## config.mk

```make
export PLATFORM = sky130hd
export DESIGN_NAME = mc_control_fsm
export DESIGN_NICKNAME = d
export VERILOG_FILES = /design/src/rtl/mc_ctrl_pkg.sv /design/src/rtl/mc_ctrl_decode.sv /design/src/rtl/mc_control_fsm.sv
export SDC_FILE = /design/constraint.sdc
export NUM_CORES = 1
export LEC_CHECK = 0
export ABC_AREA = 1
export CAP_MARGIN = 15
export CORE_AREA = 2 2 40 42
export DETAILED_ROUTE_END_ITERATION = 10
export DIE_AREA = 0 0 42 44
export PLACE_DENSITY_LB_ADDON = 0.1
export SYNTH_ARGS = -nofsm -noshare
export SYNTH_HDL_FRONTEND = slang
export SYNTH_SLANG_ARGS = --single-unit
```

## constraint.sdc

```tcl
create_clock -name CLK -period 1.6 [get_ports CLK]
set_input_delay 0.32 -clock CLK [delete_from_list [all_inputs] [get_ports CLK]]
set_output_delay 0.32 -clock CLK [all_outputs]
set_load 0.01 [all_outputs]
```

## src/rtl/mc_ctrl_pkg.sv

```systemverilog
// Shared encodings for the multi-cycle controller: state codes, opcodes,
// PC/RegDst selects, ALU function codes and the decoder output bundle.
package mc_ctrl_pkg;

  localparam logic [2:0] S_IF   = 3'b000;
  localparam logic [2:0] S_ID   = 3'b001;
  localparam logic [2:0] S_AEXE = 3'b110;
  localparam logic [2:0] S_AWB  = 3'b111;
  localparam logic [2:0] S_BEXE = 3'b101;
  localparam logic [2:0] S_CEXE = 3'b010;
  localparam logic [2:0] S_MEM  = 3'b011;
  localparam logic [2:0] S_CWB  = 3'b100;

  localparam logic [5:0] OP_ADD   = 6'b000000;
  localparam logic [5:0] OP_ADDIU = 6'b000010;
  localparam logic [5:0] OP_ANDI  = 6'b010001;
  localparam logic [5:0] OP_ORI   = 6'b010010;
  localparam logic [5:0] OP_SW    = 6'b110000;
  localparam logic [5:0] OP_LW    = 6'b110001;
  localparam logic [5:0] OP_BEQ   = 6'b110100;
  localparam logic [5:0] OP_BNE   = 6'b110101;
  localparam logic [5:0] OP_BLTZ  = 6'b110110;
  localparam logic [5:0] OP_J     = 6'b111000;
  localparam logic [5:0] OP_JR    = 6'b111001;
  localparam logic [5:0] OP_JAL   = 6'b111010;
  localparam logic [5:0] OP_HALT  = 6'b111111;

  localparam logic [2:0] ALU_ADD = 3'b000;
  localparam logic [2:0] ALU_SUB = 3'b001;
  localparam logic [2:0] ALU_OR  = 3'b011;
  localparam logic [2:0] ALU_AND = 3'b100;

  typedef enum logic [1:0] {
    PC_SEQ = 2'b00, PC_BRANCH = 2'b01, PC_RS = 2'b10, PC_JUMP = 2'b11
  } pc_src_e;

  typedef enum logic [1:0] {
    RD_RA = 2'b00, RD_RT = 2'b01, RD_RD = 2'b10
  } reg_dst_e;

  typedef enum logic [2:0] {
    CLS_ALU, CLS_BRANCH, CLS_LOAD, CLS_STORE, CLS_JUMP, CLS_HALT
  } instr_cls_e;

  // valid=0 marks an undefined opcode routed down the ALU path without writeback.
  typedef struct packed {
    instr_cls_e cls;
    logic       valid;
    logic [2:0] alu_op;
    logic       alu_src_b;
    logic       ext_sel;
    reg_dst_e   reg_dst;
  } decode_t;

endpackage

```

## src/rtl/mc_ctrl_decode.sv

```systemverilog
// Combinational opcode decoder: instruction class plus the static datapath
// selects (ALUOp, ALUSrcB, ExtSel, RegDst).
module mc_ctrl_decode
  import mc_ctrl_pkg::*;
(
  input  logic [5:0] opcode_i,
  output decode_t    dec_o
);

  always_comb begin
    dec_o           = '0;
    dec_o.cls       = CLS_ALU;
    dec_o.valid     = 1'b1;
    dec_o.alu_op    = ALU_ADD;
    dec_o.alu_src_b = 1'b0;
    dec_o.ext_sel   = 1'b1;
    dec_o.reg_dst   = RD_RT;
    case (opcode_i)
      OP_ADD:   dec_o.reg_dst = RD_RD;
      OP_ADDIU: dec_o.alu_src_b = 1'b1;
      OP_ANDI: begin
        dec_o.alu_op    = ALU_AND;
        dec_o.alu_src_b = 1'b1;
        dec_o.ext_sel   = 1'b0;
      end
      OP_ORI: begin
        dec_o.alu_op    = ALU_OR;
        dec_o.alu_src_b = 1'b1;
        dec_o.ext_sel   = 1'b0;
      end
      OP_LW: begin
        dec_o.cls       = CLS_LOAD;
        dec_o.alu_src_b = 1'b1;
      end
      OP_SW: begin
        dec_o.cls       = CLS_STORE;
        dec_o.alu_src_b = 1'b1;
      end
      OP_BEQ, OP_BNE, OP_BLTZ: begin
        dec_o.cls    = CLS_BRANCH;
        dec_o.alu_op = ALU_SUB;
      end
      OP_J, OP_JR: dec_o.cls = CLS_JUMP;
      OP_JAL: begin
        dec_o.cls     = CLS_JUMP;
        dec_o.reg_dst = RD_RA;
      end
      OP_HALT: dec_o.cls = CLS_HALT;
      default: dec_o.valid = 1'b0;
    endcase
  end

endmodule

```

## src/rtl/mc_control_fsm.sv

```systemverilog
// Multi-cycle IF/ID/EXE/MEM/WB sequencer driving every datapath enable.
// Optional MC_PERF_CNT_EN adds cycle_cnt/instr_cnt performance counters.
module mc_control_fsm
  import mc_ctrl_pkg::*;
(
  input  logic       CLK,
  input  logic       RST,
  input  logic [5:0] opcode,
  input  logic       zero,
  input  logic       sign,
  output logic       PCWre,
  output logic [1:0] PCSrc,
  output logic       IRWre,
  output logic       RegWre,
  output logic [1:0] RegDst,
  output logic       ALUSrcB,
  output logic [2:0] ALUOp,
  output logic       ExtSel,
  output logic       mRD,
  output logic       mWR,
  output logic       DBDataSrc,
  output logic       HALT,
  output logic [2:0] state
`ifdef MC_PERF_CNT_EN
  ,
  output logic [31:0] cycle_cnt,
  output logic [31:0] instr_cnt
`endif
);

  decode_t    dec;
  logic [2:0] state_q, state_d;
  logic       halted_q, halted_d;
  logic       taken;
  logic       pc_we, ir_we, reg_we, rd_en, wr_en, db_src;
  pc_src_e    pc_src;

  mc_ctrl_decode u_decode (
    .opcode_i (opcode),
    .dec_o    (dec)
  );

  always_comb begin
    state_d  = state_q;
    halted_d = halted_q;
    case (state_q)
      S_IF:   if (!halted_q) state_d = S_ID;
      S_ID: begin
        case (dec.cls)
          CLS_JUMP:              state_d = S_IF;
          CLS_HALT: begin
            state_d  = S_IF;
            halted_d = 1'b1;
          end
          CLS_BRANCH:            state_d = S_BEXE;
          CLS_LOAD, CLS_STORE:   state_d = S_CEXE;
          default:               state_d = S_AEXE;
        endcase
      end
      S_AEXE: state_d = S_AWB;
      S_CEXE: state_d = S_MEM;
      S_MEM:  state_d = (dec.cls == CLS_LOAD) ? S_CWB : S_IF;
      default: state_d = S_IF;
    endcase
  end

  always_ff @(posedge CLK) begin
    if (RST) begin
      state_q  <= S_IF;
      halted_q <= 1'b0;
    end else begin
      state_q  <= state_d;
      halted_q <= halted_d;
    end
  end

  // Each branch looks only at its own flag, so zero and sign may both be set.
  assign taken = ((opcode == OP_BEQ) && zero) || ((opcode == OP_BNE) && !zero) ||
                 ((opcode == OP_BLTZ) && sign);

  always_comb begin
    pc_we  = 1'b0;
    ir_we  = 1'b0;
    reg_we = 1'b0;
    rd_en  = 1'b0;
    wr_en  = 1'b0;
    db_src = 1'b0;
    pc_src = PC_SEQ;
    case (state_q)
      S_IF: ir_we = 1'b1;
      S_ID: begin
        if (dec.cls == CLS_JUMP) begin
          pc_we  = 1'b1;
          pc_src = (opcode == OP_JR) ? PC_RS : PC_JUMP;
          reg_we = (opcode == OP_JAL);
        end
      end
      S_AWB: begin
        pc_we  = 1'b1;
        reg_we = dec.valid;
      end
      S_BEXE: begin
        pc_we  = 1'b1;
        pc_src = taken ? PC_BRANCH : PC_SEQ;
      end
      S_MEM: begin
        if (dec.cls == CLS_LOAD) begin
          rd_en = 1'b1;
        end else begin
          wr_en = 1'b1;
          pc_we = 1'b1;
        end
      end
      S_CWB: begin
        pc_we  = 1'b1;
        reg_we = 1'b1;
        db_src = 1'b1;
      end
      default: pc_we = 1'b0;
    endcase
  end

  // Reset and halt suppress every write so no partial instruction commits.
  assign PCWre     = pc_we  && !RST && !halted_q;
  assign IRWre     = ir_we  && !RST && !halted_q;
  assign RegWre    = reg_we && !RST && !halted_q;
  assign mWR       = wr_en  && !RST && !halted_q;
  assign mRD       = rd_en  && !RST;
  assign PCSrc     = RST ? 2'b00 : pc_src;
  assign DBDataSrc = db_src;
  assign RegDst    = dec.reg_dst;
  assign ALUOp     = dec.alu_op;
  assign ALUSrcB   = dec.alu_src_b;
  assign ExtSel    = dec.ext_sel;
  assign HALT      = halted_q;
  assign state     = state_q;

`ifdef MC_PERF_CNT_EN
  logic [31:0] cycle_cnt_q, instr_cnt_q;

  always_ff @(posedge CLK) begin
    if (RST) begin
      cycle_cnt_q <= '0;
      instr_cnt_q <= '0;
    end else if (!halted_q) begin
      cycle_cnt_q <= cycle_cnt_q + 32'd1;
      if (PCWre) instr_cnt_q <= instr_cnt_q + 32'd1;
    end
  end

  assign cycle_cnt = cycle_cnt_q;
  assign instr_cnt = instr_cnt_q;
`endif

endmodule
```

==> run_summary.xml <==
<?xml version="1.0" encoding="UTF-8"?>
<metrics>
  <group name="run_status">
    <metric name="outcome" unit="">finished, violations left</metric>
    <metric name="violations" unit="">negative setup slack</metric>
  </group>
  <group name="route">
    <metric name="remaining_drc_errors" unit="">0</metric>
    <metric name="totalWireLength" unit="µm">2670</metric>
    <metric name="antenna_violating_nets_post_route" unit="">0</metric>
    <metric name="routed_via_density" unit="">5.41</metric>
    <metric name="first_pass_iters" unit="">5</metric>
    <metric name="detailroute.via_count" unit="">1018</metric>
    <metric name="routed_length_per_instance" unit="µm">14.2</metric>
    <metric name="drt_first_iter_violations" unit="">56</metric>
  </group>
  <group name="global_routing">
    <metric name="antenna_violations_before_repair" unit="">0</metric>
    <metric name="grt.overflow.total" unit="">0</metric>
    <metric name="grt_first_pass_wirelength" unit="µm">3580</metric>
    <metric name="pin_count_of_the_biggest_net_entering_global_routing" unit="">8</metric>
    <metric name="first_global_vias" unit="">866</metric>
    <metric name="grtUsageTotal" unit="">0.253</metric>
  </group>
  <group name="clock_network">
    <metric name="clk_latency" unit="ps">230</metric>
    <metric name="cts-root-buf" unit="">sky130_fd_sc_hd__clkbuf_4</metric>
    <metric name="clock_path_buffers" unit="">2</metric>
    <metric name="cts_hold_buf" unit="">0</metric>
    <metric name="cts-buffers-inserted" unit="">3</metric>
    <metric name="ctsHtreeMaxLevel" unit="">1</metric>
    <metric name="cts_tree" unit="">yes</metric>
    <metric name="clkTransAtPathRegs" unit="ps">40</metric>
    <metric name="cts_sinks" unit="">4</metric>
  </group>
  <group name="power">
    <metric name="power.leakage" unit="nW">0.679</metric>
    <metric name="p_sw" unit="mW">0.225</metric>
    <metric name="cellInternalPower" unit="mW">0.356</metric>
    <metric name="max-vdd-ir-drop" unit="mV">0.226</metric>
    <metric name="powerDensity" unit="nW/µm²">459</metric>
    <metric name="power.clock.fraction" unit="">0.212</metric>
    <metric name="power.combinational.fraction" unit="">0.579</metric>
    <metric name="p_seq_frac" unit="">0.210</metric>
    <metric name="switching_share" unit="">0.387</metric>
  </group>
  <group name="worst_setup_path">
    <metric name="worst_setup_path_end_kind" unit="">output pin</metric>
    <metric name="reg2reg_from" unit="">state[2]$_SDFFE_PP0P_</metric>
    <metric name="crit_start" unit="">opcode[3]</metric>
    <metric name="critPathMaxFanout" unit="">4</metric>
    <metric name="timing.critical_path.slowest_stage_cell" unit="">sky130_fd_sc_hd__nor2_4</metric>
    <metric name="cp_data_arrival_time" unit="ps">1350</metric>
    <metric name="critPathRequiredTime" unit="ps">1280</metric>
    <metric name="worst_setup_path_start_kind" unit="">input pin</metric>
    <metric name="critical-path-max-stage-delay" unit="ps">180</metric>
    <metric name="critical_path_class" unit="">input pin to output pin</metric>
    <metric name="path_cells" unit="">buf_6, nor2_4, buf_6, nand3_4, nand3_4, nor2_2, nand3_2, nand2_2, a21oi_2, buf_2</metric>
  </group>
  <group name="layout">
    <metric name="drive_above_1_share" unit="">0.581</metric>
    <metric name="area_delta_synth_final" unit="%">121</metric>
    <metric name="finish.cell_count_without_fillers" unit="">188</metric>
    <metric name="insertedDiodeCount" unit="">0</metric>
    <metric name="fillCellCount" unit="">70</metric>
    <metric name="final_net_count" unit="">184</metric>
    <metric name="postLayoutCellArea" unit="µm²">1270</metric>
  </group>
  <group name="run">
    <metric name="drv_cap" unit="">0</metric>
  </group>
  <group name="floorplan">
    <metric name="pin_count" unit="">29</metric>
    <metric name="start_util" unit="">0.404</metric>
    <metric name="die_w" unit="µm">42</metric>
    <metric name="core_area" unit="µm²">1420</metric>
    <metric name="rows" unit="">14</metric>
    <metric name="die-area" unit="µm²">1850</metric>
    <metric name="chipHeight" unit="µm">44</metric>
  </group>
  <group name="timing">
    <metric name="timing.slew.headroom" unit="">0.810</metric>
    <metric name="max_slew.worst_pin.slew" unit="ps">284</metric>
    <metric name="timing_hold_violations_final" unit="">0</metric>
    <metric name="setup_repair_after_global_routing_missed_its_margin" unit="">true</metric>
    <metric name="finalWorstSetupSlack" unit="ps">-65.8</metric>
    <metric name="finalCriticalPeriod" unit="ps">1670</metric>
    <metric name="final.setup_skew" unit="ps">7.90</metric>
    <metric name="setup_viol" unit="">6</metric>
    <metric name="holdWs" unit="ps">545</metric>
    <metric name="slew_violations" unit="">0</metric>
    <metric name="final.period_utilization" unit="">1.04</metric>
    <metric name="setup_total_negative_slack" unit="ps">-242</metric>
    <metric name="max_freq" unit="GHz">0.600</metric>
  </group>
  <group name="synth">
    <metric name="ys_ff_latch" unit="">4</metric>
    <metric name="synthFlopType" unit="">sky130_fd_sc_hd__dfxtp_1</metric>
    <metric name="synth_fp_nets" unit="">115</metric>
    <metric name="synth_top_area_cell" unit="">sky130_fd_sc_hd__dfxtp_1</metric>
    <metric name="synth.avg_cell_area" unit="µm²">5.46</metric>
    <metric name="synth.yosys.seq_area_share" unit="">0.140</metric>
    <metric name="share_of_flip_flops_with_an_asynchronous_set_or_reset" unit="">0</metric>
    <metric name="netlist_instances" unit="">105</metric>
    <metric name="yosys-top-cells-area" unit="">sky130_fd_sc_hd__dfxtp_1 (14%), sky130_fd_sc_hd__nand2_1 (14%), sky130_fd_sc_hd__nand3_1 (12%)</metric>
    <metric name="synth.top_cells.by_count" unit="">sky130_fd_sc_hd__nand2_1 (21), sky130_fd_sc_hd__inv_1 (16), sky130_fd_sc_hd__nor2_1 (16)</metric>
    <metric name="number_of_unique_standard_cell_types_used_by_synthesis" unit="">18</metric>
    <metric name="count_of_flip_flops_with_a_built_in_enable_after_synthesis" unit="">0</metric>
    <metric name="syn-cell-area" unit="µm²">573</metric>
    <metric name="yosys.cell_count.top_type" unit="">sky130_fd_sc_hd__nand2_1</metric>
    <metric name="synth_top_cell_area_share" unit="">0.140</metric>
    <metric name="ys_warn_count" unit="">0</metric>
  </group>
  <group name="placed_design">
    <metric name="placed_cell_area" unit="µm²">1080</metric>
    <metric name="dp_worst_setup_slack" unit="ps">-885</metric>
    <metric name="hpwl" unit="µm">1570</metric>
    <metric name="numPortBuffers" unit="">28</metric>
    <metric name="gpl.final_weighted_congestion" unit="">0.925</metric>
    <metric name="place.detailed.instances" unit="">177</metric>
  </group>
  <group name="hold_path">
    <metric name="hold_start" unit="">HALT$_SDFFE_PP0P_</metric>
    <metric name="hold_path.class" unit="">flop to flop</metric>
  </group>
</metrics>
critical path: cells and delay by family:
kind                   cells  cell delay (ps)
and+or+nand+nor            6              500
buffers and inverters      3              390
AOI/OAI and AO/OA          1              130
registers in the layout (all words and copies together) (netlist names):
name,flops
HALT,1
state,3
repair_timing:
item                       4_1_cts  5_1_grt
pin swaps                       14       14
buffers inserted                 5        4
gates cloned                     0        0
setup endpoints to repair       16       15
resized for setup               85       40
final timing paths:
kind                            slack (ps)  cells after the start                     to
worst max-delay path                   -70                     10                 RegWre
worst min-delay path                   550                      2      HALT$_SDFFE_PP0P_
worst max register to register         500                      6  state[0]$_SDFFE_PP0P_
worst min register to register         550                      2      HALT$_SDFFE_PP0P_
power by group through the flow:
stage	registers [mW]	clock network (mW)	logic [mW]
after floorplan	0.126	0	0.104
after global placement	0.119	0	0.263
after detailed placement	0.119	0	0.267
after CTS	0.118	0.127	0.280
after global routing	0.123	0.133	0.360
final	0.122	0.123	0.336
kinds of logic (layout without fill, tap and decap cells):
| family | count (synthesis) | count (layout) | share of synthesized area |
|---|---|---|---|
| compound gates | 12 | 12 | 0.124 |
| buf+inv | 20 | 87 | 0.131 |
| flops | 4 | 4 | 0.140 |
| simple gates | 69 | 69 | 0.605 |
layout make-up:
type                       count  area [µm²]  area share
tap                           16        20.0      0.0158
inverter                      20        82.6      0.0652
multi-input combinational     81         548       0.432
clock buffer                   3        22.5      0.0178
timing repair buffer          64         508       0.401
sequential                     4        86.3      0.0681
per-stage QoR:
| step | power [mW] | util |
|---|---|---|
| 2_1_floorplan | 0.230 | - |
| 3_3_place_gp | 0.382 | 0.764 |
| 3_5_place_dp | 0.386 | 0.764 |
| 4_1_cts | 0.525 | 0.796 |
| 5_1_grt | 0.616 | 0.893 |
| 6_report | 0.581 | 0.893 |
per-layer routing:
metal,routed length (µm),vias to the layer above,GRT usage,part of all wire
li1,-,477,-,-
met1,983,455,0.262,0.37
met2,1410,64,0.484,0.53
met3,138,22,0.0125,0.052
met4,140,0,0.181,0.052
met5,0,-,0,0
layout by cell type, fill, tap and decap left out, drive strengths merged, types with 3 or more instances in the layout:
master	count
dlygate4sd2	5
buf	49
nand2	25
nand3	17
nor2	23
inv	20
clkdlybuf4s50	3
clkbuf	5
clkdlybuf4s15	4
a21oi	6
nand4	3
dfxtp	4
Note: power is estimated with default switching activity, not from simulation.
==> edit (same flow settings) <==
Register the input `sign` before use. The logic sees it one clock later. The other inputs are not delayed to match.
--- a/src/rtl/mc_control_fsm.sv
+++ b/src/rtl/mc_control_fsm.sv
@@ -27,6 +27,12 @@
   output logic [31:0] instr_cnt
 `endif
 );
+
+  logic sign_q;
+
+  always_ff @(posedge CLK) begin
+    sign_q <= sign;
+  end
 
   decode_t    dec;
   logic [2:0] state_q, state_d;
@@ -76,7 +82,7 @@
 
   // Each branch looks only at its own flag, so zero and sign may both be set.
   assign taken = ((opcode == OP_BEQ) && zero) || ((opcode == OP_BNE) && !zero) ||
-                 ((opcode == OP_BLTZ) && sign);
+                 ((opcode == OP_BLTZ) && sign_q);
 
   always_comb begin
     pc_we  = 1'b0;
Check against the original RTL: not equivalent (Yosys sat finds a counterexample within 4 cycles, from zero or initial values and one cycle with RST high).
==> edit against the original RTL <==
The run still ends with negative setup slack left; non-clock buffer count shrank 1; wire length grew 15%; final area shrank 0.89%; first-iteration DRC count grew 23%; sequential cell count grew 1; area after synthesis shrank 4.1%; setup slack lost 0.038 ns.
Power is not compared: it rests on default switching activity, and its combinational part moved more than twofold at a synthesized area within 25%.
==> edit: results <==
placement:
  placement.cell_area_um2: 1075
  dpl_worst_slack_ns: -0.8714
  dp.cells: 173
  numPortBuffers: 28
  gpl.final_weighted_congestion: 0.8782
  post-dp-hpwl_mm: 1.536
pwr:
  clk_network_pwr_share_pct: 12.4
  switching_share_pct: 43.98
  vdd_ir_drop_max_mv: 1.106
  p_leak_nw: 0.6332
drt:
  drtIter0Drc: 69
  drt_wirelength_mm: 3.073
  via_count: 1023
  drt_pre_antenna_iters: 4
  vias_per_cell: 5.621
synth:
  ys_types: 20
  ys_warn_count: 0
  synth.cells.most_frequent: "19 x inv_1, 18 x nand2_1, 14 x nand3_1"
  asyncSetResetFlopFracSynth_pct: 0
  synthesis.instances: 99
  synth-seq-area-share_pct: 18.22
  synth_fp_nets: 109
  ys_top_cells_by_area: "dfxtp_1 18%, inv_1 13%, nand3_1 13%"
global_routing:
  grt_start_max_net_pins: 6
  groute.usage.overall_pct: 24.87
  grt_pass1_vias: 868
  first_pass_grt_wire_length_mm: 3.588
final_layout:
  ant_diodes: 0
  design.final.nets: 177
  post_route_cells_drive_above_1_share_pct: 56.63
  largest_reg_flops: 3
clock_tree:
  tritoncts.num_buffers: 3
  cts.path.max_buffers: 2
  clockRootBuffer: "clkbuf_4"
  worst_skew_pair.late_latency_ns: 0.24
timing:
  worst_slew_pin_slew_ns: 0.1974
  finalSetupViolations: 3
  worst_slack_ns: -0.1035
  timing.setup.tns_ns: -0.1721
  skew_ns: 0.001240
worst_setup_path:
  r2r.worst_path.cells: 5
  maximum_net_fanout_on_the_critical_path: 3
  cp.arrival_ns: 1.38
hold_path:
  holdCritPathClass: "input port to flip-flop"
  hold-path-cell-count: 1
status:
  failing_checks: "negative setup slack"
  status: "finished with violations"
-- edit: cell count changes in the layout (fill, tap and decap cells not counted), moves of 3 or more --
cell / delta
buf_6: -3
nand3_2: -4
nor2_1: -3
nand2_2: -7
clkdlybuf4s15_1: -4
nor2_2: -4
-- edit: repair_timing --
action | in CTS | in global routing
resized for setup | 98 | 39
buffers inserted | 3 | 2
pin swaps | 8 | 20
setup endpoints to repair | 17 | 13
-- edit: worst max-delay path, stage by stage --
cell     delay, ns
buf_8         0.11
inv_4         0.08
nand4_1       0.19
nor2_2        0.19
nor2_1        0.08
nand2_1       0.10
nand2_1       0.07
a21oi_2       0.12
buf_2         0.13
-- edit: cell families after synthesis --
family	Yosys count	share of synthesized area, %
compound gates	13	13.44
simple gates	61	54.44
flops	5	18.22
buf+inv	20	13.89
-- edit: cell type report --
class	count	area, um2
fillers	73	162.7
repair buffers	63	486.7
multi-input cells	74	531.8
inverters	20	85.08
clock buffers	4	26.28
well taps	16	20.02
flip-flops and latches	5	106.4
-- edit: per-layer routing --
layer	track usage, %	up-vias	wire, um
li1	-	464	-
met1	30.30	462	1167
met2	42.81	73	1499
met3	2.500	24	176
met4	14.19	0	229
met5	0	-	0
-- edit: power groups by stage --
stage | combinational [mW] | clock (mW) | sequential (mW)
after global placement | 0.675 | 0 | 0.188
after CTS | 0.696 | 0.152 | 0.196
after detailed placement | 0.690 | 0 | 0.189
final | 0.820 | 0.147 | 0.219
after floorplan | 0.224 | 0 | 0.227
after global routing | 0.867 | 0.155 | 0.220
-- edit: worst paths after layout --
path	from	endpoint	slack [ns]
min reg2reg	state[1]	state[0]	0.61
max reg2reg	state[1]	state[2]	0.41
min	sign	sign_q	0.55
max	opcode[3]	RegWre	-0.10
